<file path="src/rtl/mul_arb_pkg.sv">
// Shared types and default configuration for the multiplier arbiter.
package mul_arb_pkg;

  localparam int unsigned NreqDefault    = 4;
  localparam int unsigned WDefault       = 32;
  localparam int unsigned TimeoutDefault = 40;

  typedef enum logic [1:0] {
    StIdle,
    StIssue,
    StWait,
    StResp
  } state_e;

endpackage

</file>
<file path="src/rtl/rr_arbiter.sv">
// Round-robin request selector: first set req bit searching upward from ptr,
// wrapping modulo NREQ. Purely combinational.
module rr_arbiter #(
  parameter int unsigned NREQ = 4,
  parameter int unsigned IdxW = $clog2(NREQ)
) (
  input  logic [NREQ-1:0] req,
  input  logic [IdxW-1:0] ptr,
  output logic [NREQ-1:0] grant,
  output logic [IdxW-1:0] index
);

  logic            found;
  logic [IdxW-1:0] cand;

  // Walk the requesters starting at ptr; the first hit wins.
  always_comb begin
    grant = '0;
    index = '0;
    found = 1'b0;
    cand  = '0;
    for (int unsigned i = 0; i < NREQ; i++) begin
      cand = IdxW'((32'(ptr) + i) % NREQ);
      if (!found && req[cand]) begin
        found       = 1'b1;
        grant[cand] = 1'b1;
        index       = cand;
      end
    end
  end

endmodule

</file>
<file path="src/rtl/mul_arbiter.sv">
// Arbitrates NREQ requesters onto one shared multiplier, one operation in flight.
// Optional WAIT watchdog enabled by defining MUL_ARB_TIMEOUT_EN.
module mul_arbiter
  import mul_arb_pkg::*;
#(
  parameter int unsigned NREQ    = NreqDefault,
  parameter int unsigned W       = WDefault,
  parameter int unsigned TIMEOUT = TimeoutDefault
) (
  input  logic              clk,
  input  logic              rst,
  input  logic [NREQ-1:0]   req_valid,
  output logic [NREQ-1:0]   req_ready,
  input  logic [NREQ*W-1:0] req_a,
  input  logic [NREQ*W-1:0] req_b,
  input  logic [NREQ-1:0]   req_sign,
  output logic [NREQ-1:0]   rsp_valid,
  output logic [2*W-1:0]    rsp_product,
  output logic              rsp_err,
  output logic              mul_start,
  output logic [W-1:0]      mul_a,
  output logic [W-1:0]      mul_b,
  output logic              mul_sign,
  input  logic [2*W-1:0]    mul_product,
  input  logic              mul_done
);

  localparam int unsigned IdxW = $clog2(NREQ);

  state_e          state_q, state_d;
  logic [IdxW-1:0] ptr_q, ptr_d;
  logic [IdxW-1:0] gidx_q, gidx_d;
  logic [W-1:0]    a_q, a_d;
  logic [W-1:0]    b_q, b_d;
  logic            sign_q, sign_d;
  logic [2*W-1:0]  prod_q, prod_d;

  logic [NREQ-1:0] arb_grant;
  logic [IdxW-1:0] arb_idx;

`ifdef MUL_ARB_TIMEOUT_EN
  localparam int unsigned CntW = $clog2(TIMEOUT + 1);
  logic [CntW-1:0] cnt_q, cnt_d;
  logic            err_q, err_d;
`endif

  rr_arbiter #(
    .NREQ (NREQ),
    .IdxW (IdxW)
  ) u_rr_arbiter (
    .req   (req_valid),
    .ptr   (ptr_q),
    .grant (arb_grant),
    .index (arb_idx)
  );

  // Next-state: grant in IDLE, pulse start, wait for done (or watchdog), respond.
  always_comb begin
    state_d = state_q;
    ptr_d   = ptr_q;
    gidx_d  = gidx_q;
    a_d     = a_q;
    b_d     = b_q;
    sign_d  = sign_q;
    prod_d  = prod_q;
`ifdef MUL_ARB_TIMEOUT_EN
    cnt_d   = cnt_q;
    err_d   = err_q;
`endif
    case (state_q)
      StIdle: begin
        if (|req_valid) begin
          state_d = StIssue;
          gidx_d  = arb_idx;
          ptr_d   = (32'(arb_idx) == NREQ - 1) ? '0 : arb_idx + 1'b1;
          a_d     = req_a[arb_idx*W +: W];
          b_d     = req_b[arb_idx*W +: W];
          sign_d  = req_sign[arb_idx];
        end
      end
      StIssue: begin
        state_d = StWait;
`ifdef MUL_ARB_TIMEOUT_EN
        cnt_d   = '0;
`endif
      end
      StWait: begin
        if (mul_done) begin
          state_d = StResp;
          prod_d  = mul_product;
`ifdef MUL_ARB_TIMEOUT_EN
          err_d   = 1'b0;
        end else if (cnt_q == CntW'(TIMEOUT - 1)) begin
          state_d = StResp;
          prod_d  = '0;
          err_d   = 1'b1;
        end else begin
          cnt_d   = cnt_q + 1'b1;
`endif
        end
      end
      StResp:  state_d = StIdle;
      default: state_d = StIdle;
    endcase
  end

  // State and datapath registers; reset drops any in-flight operation.
  always_ff @(posedge clk or posedge rst) begin
    if (rst) begin
      state_q <= StIdle;
      ptr_q   <= '0;
      gidx_q  <= '0;
      a_q     <= '0;
      b_q     <= '0;
      sign_q  <= 1'b0;
      prod_q  <= '0;
    end else begin
      state_q <= state_d;
      ptr_q   <= ptr_d;
      gidx_q  <= gidx_d;
      a_q     <= a_d;
      b_q     <= b_d;
      sign_q  <= sign_d;
      prod_q  <= prod_d;
    end
  end

`ifdef MUL_ARB_TIMEOUT_EN
  // Watchdog counter and error flag.
  always_ff @(posedge clk or posedge rst) begin
    if (rst) begin
      cnt_q <= '0;
      err_q <= 1'b0;
    end else begin
      cnt_q <= cnt_d;
      err_q <= err_d;
    end
  end

  assign rsp_err = err_q;
`else
  assign rsp_err = 1'b0;
`endif

  // Ready is gated by rst so a held request cannot leak through during reset.
  assign req_ready   = (state_q == StIdle && !rst) ? arb_grant : '0;
  assign mul_start   = (state_q == StIssue);
  assign mul_a       = a_q;
  assign mul_b       = b_q;
  assign mul_sign    = sign_q;
  assign rsp_product = prod_q;

  // One-hot response strobe for the stored grant index.
  always_comb begin
    rsp_valid = '0;
    if (state_q == StResp) rsp_valid[gidx_q] = 1'b1;
  end

endmodule

</file>
<file path="config.mk">
export PLATFORM = sky130hd
export DESIGN_NAME = mul_arbiter
export DESIGN_NICKNAME = d
export VERILOG_FILES = /design/src/rtl/mul_arb_pkg.sv /design/src/rtl/rr_arbiter.sv /design/src/rtl/mul_arbiter.sv
export SDC_FILE = /design/constraint.sdc
export NUM_CORES = 1
export LEC_CHECK = 0
export ABC_AREA = 1
export CAP_MARGIN = 20
export CORE_AREA = 2 2 181 183
export DETAILED_ROUTE_END_ITERATION = 6
export DIE_AREA = 0 0 183 185
export PLACE_DENSITY = 0.64
export SYNTH_ARGS = -nofsm -noshare
export SYNTH_HDL_FRONTEND = slang
export SYNTH_SLANG_ARGS = --single-unit
</file>
<file path="constraint.sdc">
create_clock -name clk -period 4.4 [get_ports clk]
set_input_delay 0.44 -clock clk [delete_from_list [all_inputs] [get_ports clk]]
set_output_delay 0.44 -clock clk [all_outputs]
set_load 0.01 [all_outputs]
</file>
==> metrics.csv, run 1 <==
metric;value;unit
outcome;finished clean;
cts-resized-gates;0;
cts_sinks;135;
dieHeight;185;um
hold_class;flip-flop to flip-flop;
start_kind;flip-flop;
coreArea;32000;um2
drc;0;
min_period;3570;ps
areaGrowthSynthToFinish;62.8;%
gp_congestion;0.883;
crit_path_end;req_ready[3];
p_leak;0.00747;uW
p_per_area;812;nW/um2
cpPeakStageDelay;610;ps
clock_skew;7.59;ps
cts_root_buf;clkbuf_16;
fin_ws;833;ps
viasPerCell;4.52;
ys_ff_latch;135;
dp_slack;1040;ps
synthArstFlopShare;1.00;
endpoint_kind;output pin;
layout_common_cells;clkdlybuf4s50_1 (468), nand2_1 (421), inv_1 (267);
grt-ovfl-total;0;
cts_setup_buffers;0;
ctsHoldBuffers;0;
finalHoldViolations;0;
crit_chain;inv_4 > ha_1 > inv_1 > nand3_1 > nand2_2 > inv_2 > nor2_4 > nand2_1 > o21ai_0 > o21ai_0 > inv_1 > clkdlybuf4s50_1;
dr_total_vias;9675;
path_clk_slew;70;ps
drt-total-wl;33.6;mm
worstRegToRegCells;15;
dieArea;33900;um2
cts_buffers;17;
drive_above_1_share;0.0745;
fin_nets;2060;
slew_violations;0;
drt_iter0_drc;495;
slowest_stage;dfrtp_1;
cts_tree;built;
rrSetupSlack;1050;ps
synth_edf_count;0;
cp.required;3960;ps
diodes;0;
grt_use_total;0.194;
h-tree-depth;4;
yosys_warnings;0;
critPathKind;flip-flop to output pin;
fmax;0.280;GHz
path_max_fanout;12;
synth_area_leaders;dfrtp_1 (38%), nand2_1 (18%), nand3_1 (15%);
syn_inst;1292;
io_pins;470;
grt_pass1_wl;51.3;mm
tightest_slew;742;ps
start_util;0.277;
drv_cap;0;
setup_viol;0;
ir_drop;0.998;mV
grt_max_degree;132;
setup.worst_path.start;ptr_q[0];
layout_commonest_cell;clkdlybuf4s50_1;
rsz0062_at_grt;false;
syn_nets;1634;
netlist.area_leader.share;0.380;
synth_top_cell_by_area;dfrtp_1;
arrival;3130;ps
fin_crit_sh;0.811;
synth_ff_type;dfrtp_1;
r2r-end;mul_b[31];
grt_pass1_vias;9543;
final_util;0.452;
cts_buffer_depth;2;
wire_per_inst;15.7;um
final.setup.tns;0;ps
regToRegStartpoint;ptr_q[0];
port_buffers;468;
syn_area_per_cell;6.88;um2
detail-route-antenna-nets;0;
clock_latency;430;ps
num_rows;66;
synth_area;8890;um2
slew_headroom;0.505;
power;11800;uW
hold_depth;2;
die_x;183;um
synth.yosys.seq_area_share;0.380;
drt_pre_antenna_iters;5;
dpl.hpwl;25.2;mm
grt_antenna_before_repair;0;
yosysUniqueCellTypes;29;
## sequential cells by signal, indices dropped and copies added, names as in the netlist
name	flops
mul_sign	1
ptr_q	2
rsp_product	64
gidx_q	2
mul_a	32
state_q	2
mul_b	32
## through the flow
step | hold WS (ps) | area (um2) | instances
global route | 495 | 14500 | 2139
detailed placement | 465 | 13800 | 2107
global placement | 460 | 13800 | 2107
finish | 476 | 14500 | 2139
floorplan | 510 | 8890 | 1292
CTS | 484 | 14500 | 2139
## critical path, delay by kind of cell, from the launching register on
| kind | cells | cell delay, ps |
|---|---|---|
| and+or+nand+nor | 4 | 480 |
| adders and majority gates | 1 | 400 |
| buffers and inverters | 5 | 950 |
| AOI/OAI and AO/OA | 2 | 250 |
| DFF | 1 | 610 |
## cell usage after synthesis (2+ instances only)
cell type and n:
a21oi_1 3, a22oi_1 4, a31oi_1 2, buf_2 39, buf_4 3, buf_6 11
clkbuf_1 23, dfrtp_1 135, ha_1 11, inv_1 269, inv_2 3, mux2_2 64
nand2_1 423, nand2_2 5, nand3_1 264, nand4_1 4, nor2_1 6, nor2_4 2
nor3_1 4, o21ai_0 7, o22ai_1 2
## metal layers
layer,vias up,share of wire,track usage
met5,-,0,0
met4,0,0.028,0.0691
met1,4440,0.40,0.229
met3,50,0.076,0.0515
li1,4784,-,-
met2,401,0.49,0.341
## worst min-delay path by stage
stage	start	end	slack, ps
floorplan	gidx_q[0]	gidx_q[0]	510
global placement	mul_a[17]	mul_a[17]	460
detailed placement	mul_b[16]	mul_b[16]	460
CTS	mul_b[16]	mul_b[16]	480
global route	mul_b[21]	mul_b[21]	490
finish	mul_b[21]	mul_b[21]	480
## kinds of logic after synthesis
logic type / Yosys count / share of synthesized area
adders and majority gates: 11 / 0.0155
other: 1 / 0.000422
buffers and inverters: 349 / 0.164
AOI/OAI and AO/OA: 21 / 0.0142
muxes: 64 / 0.0811
and+or+nand+nor: 711 / 0.345
DFF: 135 / 0.380
## report_power, final
group,switching (uW),internal [uW]
registers,357,1890
clock network,661,872
logic,4700,3280
## area by class of cell
cell class / instances / area [um2]
Inverter: 273 / 1030
Sequential cell: 135 / 3380
Tap cell: 408 / 510
Timing Repair Buffer: 483 / 4850
Multi-Input combinational cell: 808 / 4080
Clock inverter: 15 / 200
Fill cell: 3225 / 17600
Clock buffer: 17 / 425
No activity file was read; power rests on OpenSTA's default activity.
==> inputs of run 2 (changes only) <==
--- a/config.mk
+++ b/config.mk
@@ -7,10 +7,10 @@
 export LEC_CHECK = 0
 export ABC_AREA = 1
 export CAP_MARGIN = 20
-export CORE_AREA = 2 2 181 183
+export CORE_AREA = 2 2 180 182
 export DETAILED_ROUTE_END_ITERATION = 6
-export DIE_AREA = 0 0 183 185
-export PLACE_DENSITY = 0.64
+export DIE_AREA = 0 0 182 184
+export PLACE_DENSITY = 0.67
 export SYNTH_ARGS = -nofsm -noshare
 export SYNTH_HDL_FRONTEND = slang
 export SYNTH_SLANG_ARGS = --single-unit
==> constraint.sdc (replaced) <==
create_clock -name clk -period 3.1 [get_ports clk]
set_input_delay 0.31 -clock clk [delete_from_list [all_inputs] [get_ports clk]]
set_output_delay 0.31 -clock clk [all_outputs]
set_load 0.01 [all_outputs]
==> run 2 against run 1 <==
Compared with the run above:
- power increased by 43%
- via count down 0.24%
- clock power up 35%
- wire length decreased by 0.63%
- non-clock buffer count increased by 12
- clock-buffer cell count did not move
- utilization rose by 1.3 points
- hold slack worse by 83 ps
- worst setup slack got worse by 650 ps
- register-to-register slack worse by 530 ps
- combinational power grew 44%
- largest power group unchanged
==> metrics.csv, run 2 (same netlist as run 1, synthesis figures left out) <==
metric;value;unit
drc;0;
outcome;finished clean;
hold_class;input pin to async pin;
internal_power;8660;uW
endpoint_kind;output pin;
h-tree-depth;4;
dpl.hpwl;24.8;mm
largest_register_ffs;64;
switching_power;8110;uW
cts_buffers;17;
viasPerCell;4.50;
worstRegToRegCells;15;
p_per_area;1150;nW/um2
clock_latency;420;ps
drt_iter0_drc;462;
dieHeight;184;um
cts_sinks;135;
ctsHoldBuffers;0;
areaGrowthSynthToFinish;64.2;%
grt_antenna_before_repair;0;
fin_crit_sh;0.943;
min_period;2920;ps
num_rows;65;
final.setup.tns;0;ps
crit_family;buffers and inverters;
slew_headroom;0.646;
grt_pass1_vias;9309;
diodes;0;
finalHoldViolations;0;
start_util;0.283;
cp_common_cell;nand2_1;
p_leak;0.00754;uW
detail-route-antenna-nets;0;
tightest_slew;531;ps
rrSetupSlack;520;ps
layout_common_cells;clkdlybuf4s50_1 (467), nand2_1 (421), inv_1 (267);
crit_chain;clkinv_4 > buf_4 > nand2_1 > nand2_1 > nand2_2 > nand2_4 > inv_1 > nand4_1 > o221ai_2 > nand2_1 > inv_1 > clkdlybuf4s50_1;
power;16800;uW
coreArea;31400;um2
grt_max_degree;85;
slowest_stage;clkdlybuf4s50_1;
cpPeakStageDelay;550;ps
seq_power_share;0.188;
grt-ovfl-total;0;
start_kind;flip-flop;
fin_nets;2072;
grt_pass1_wl;51.3;mm
power_switching_share;0.483;
cp.required;2790;ps
critPathKind;flip-flop to output pin;
regToRegStartpoint;ptr_q[0];
io_pins;470;
drt_pre_antenna_iters;5;
wire_per_inst;15.6;um
path_clk_slew;70;ps
fmax;0.342;GHz
gp_congestion;0.893;
path_max_fanout;7;
r2r-end;mul_b[1];
path_buf_inv;5;
setup_viol;0;
die_x;182;um
cts_tree;built;
port_buffers;468;
cts_buffer_depth;2;
dr_total_vias;9652;
drive_above_1_share;0.0826;
arrival;2610;ps
drt-total-wl;33.4;mm
drv_cap;0;
cts_root_buf;clkbuf_16;
ir_drop;1.07;mV
clock_skew;9.37;ps
layout_commonest_cell;clkdlybuf4s50_1;
grt_use_total;0.195;
dieArea;33500;um2
p_comb_frac;0.688;
slew_violations;0;
clkPwrFrac;0.123;
==> run 2: cell types whose count changed in the layout (fill, tap and decap cells not counted), moves of 2 or more <==
| cell | change |
|---|---|
| clkinv_4 | +2 |
| inv_8 | -3 |
| buf_4 | +8 |
| buf_12 | +4 |
| clkinv_2 | +2 |
==> run 2: per-layer routing <==
layer | GRT usage | vias to the layer above | share of wire
li1 | - | 4805 | -
met5 | 0 | - | 0
met2 | 0.348 | 376 | 0.50
met4 | 0.0616 | 0 | 0.022
met1 | 0.233 | 4433 | 0.40
met3 | 0.0442 | 38 | 0.073
==> run 2: tightest hold or removal path, stage by stage <==
cell	delay, ps
clkdlybuf4s50_1	470
clkinvlp_4	140
buf_12	280
==> run 2: what timing repair did <==
action | in CTS | in global routing
buffers inserted | 1 | 6
pin swaps | 0 | 4
gates resized for setup | 2 | 5
endpoints found under the setup margin | 3 | 4
==> run 2: cell type report <==
type | count | area, um2
tap | 402 | 503
timing repair buffer | 495 | 4990
inverter | 273 | 1040
fill | 3095 | 16800
clock inverter | 15 | 164
sequential | 135 | 3380
clock buffer | 17 | 425
multi-input combinational | 808 | 4100
==> run 2: power by group through the flow <==
stage                     Sequential (uW)  Clock (uW)  Combinational (uW)
after floorplan                      3530           0                7070
after global placement               3140           0               11400
after detailed placement             3180           0               11600
after CTS                            3150        2130               11600
after global routing                 3270        2210               13000
final                                3150        2070               11500
==> run 2: worst max path at each step <==
| stage | slack, ps | to | start | depth (start not counted) |
|---|---|---|---|---|
| 2_1_floorplan | 780 | mul_a[30] | ptr_q[0] | 17 |
| 3_3_place_gp | 400 | req_ready[3] | ptr_q[1] | 12 |
| 3_5_place_dp | 340 | req_ready[3] | ptr_q[1] | 12 |
| 4_1_cts | 5 | req_ready[2] | ptr_q[0] | 12 |
| 5_1_grt | -4 | req_ready[0] | ptr_q[0] | 10 |
| 6_report | 180 | req_ready[2] | ptr_q[0] | 12 |
==> run 2: per-stage QoR <==
| step | utilization | setup WS, ps | hold slack [ps] | instances | area [um2] |
|---|---|---|---|---|---|
| floorplan | - | 784 | 461 | 1292 | 8890 |
| global placement | 0.444 | 400 | 461 | 2106 | 13900 |
| detailed placement | 0.444 | 335 | 464 | 2106 | 13900 |
| CTS | 0.463 | 5.17 | 414 | 2139 | 14500 |
| global route | 0.465 | -4.24 | 436 | 2145 | 14600 |
| finish | 0.465 | 178 | 394 | 2145 | 14600 |
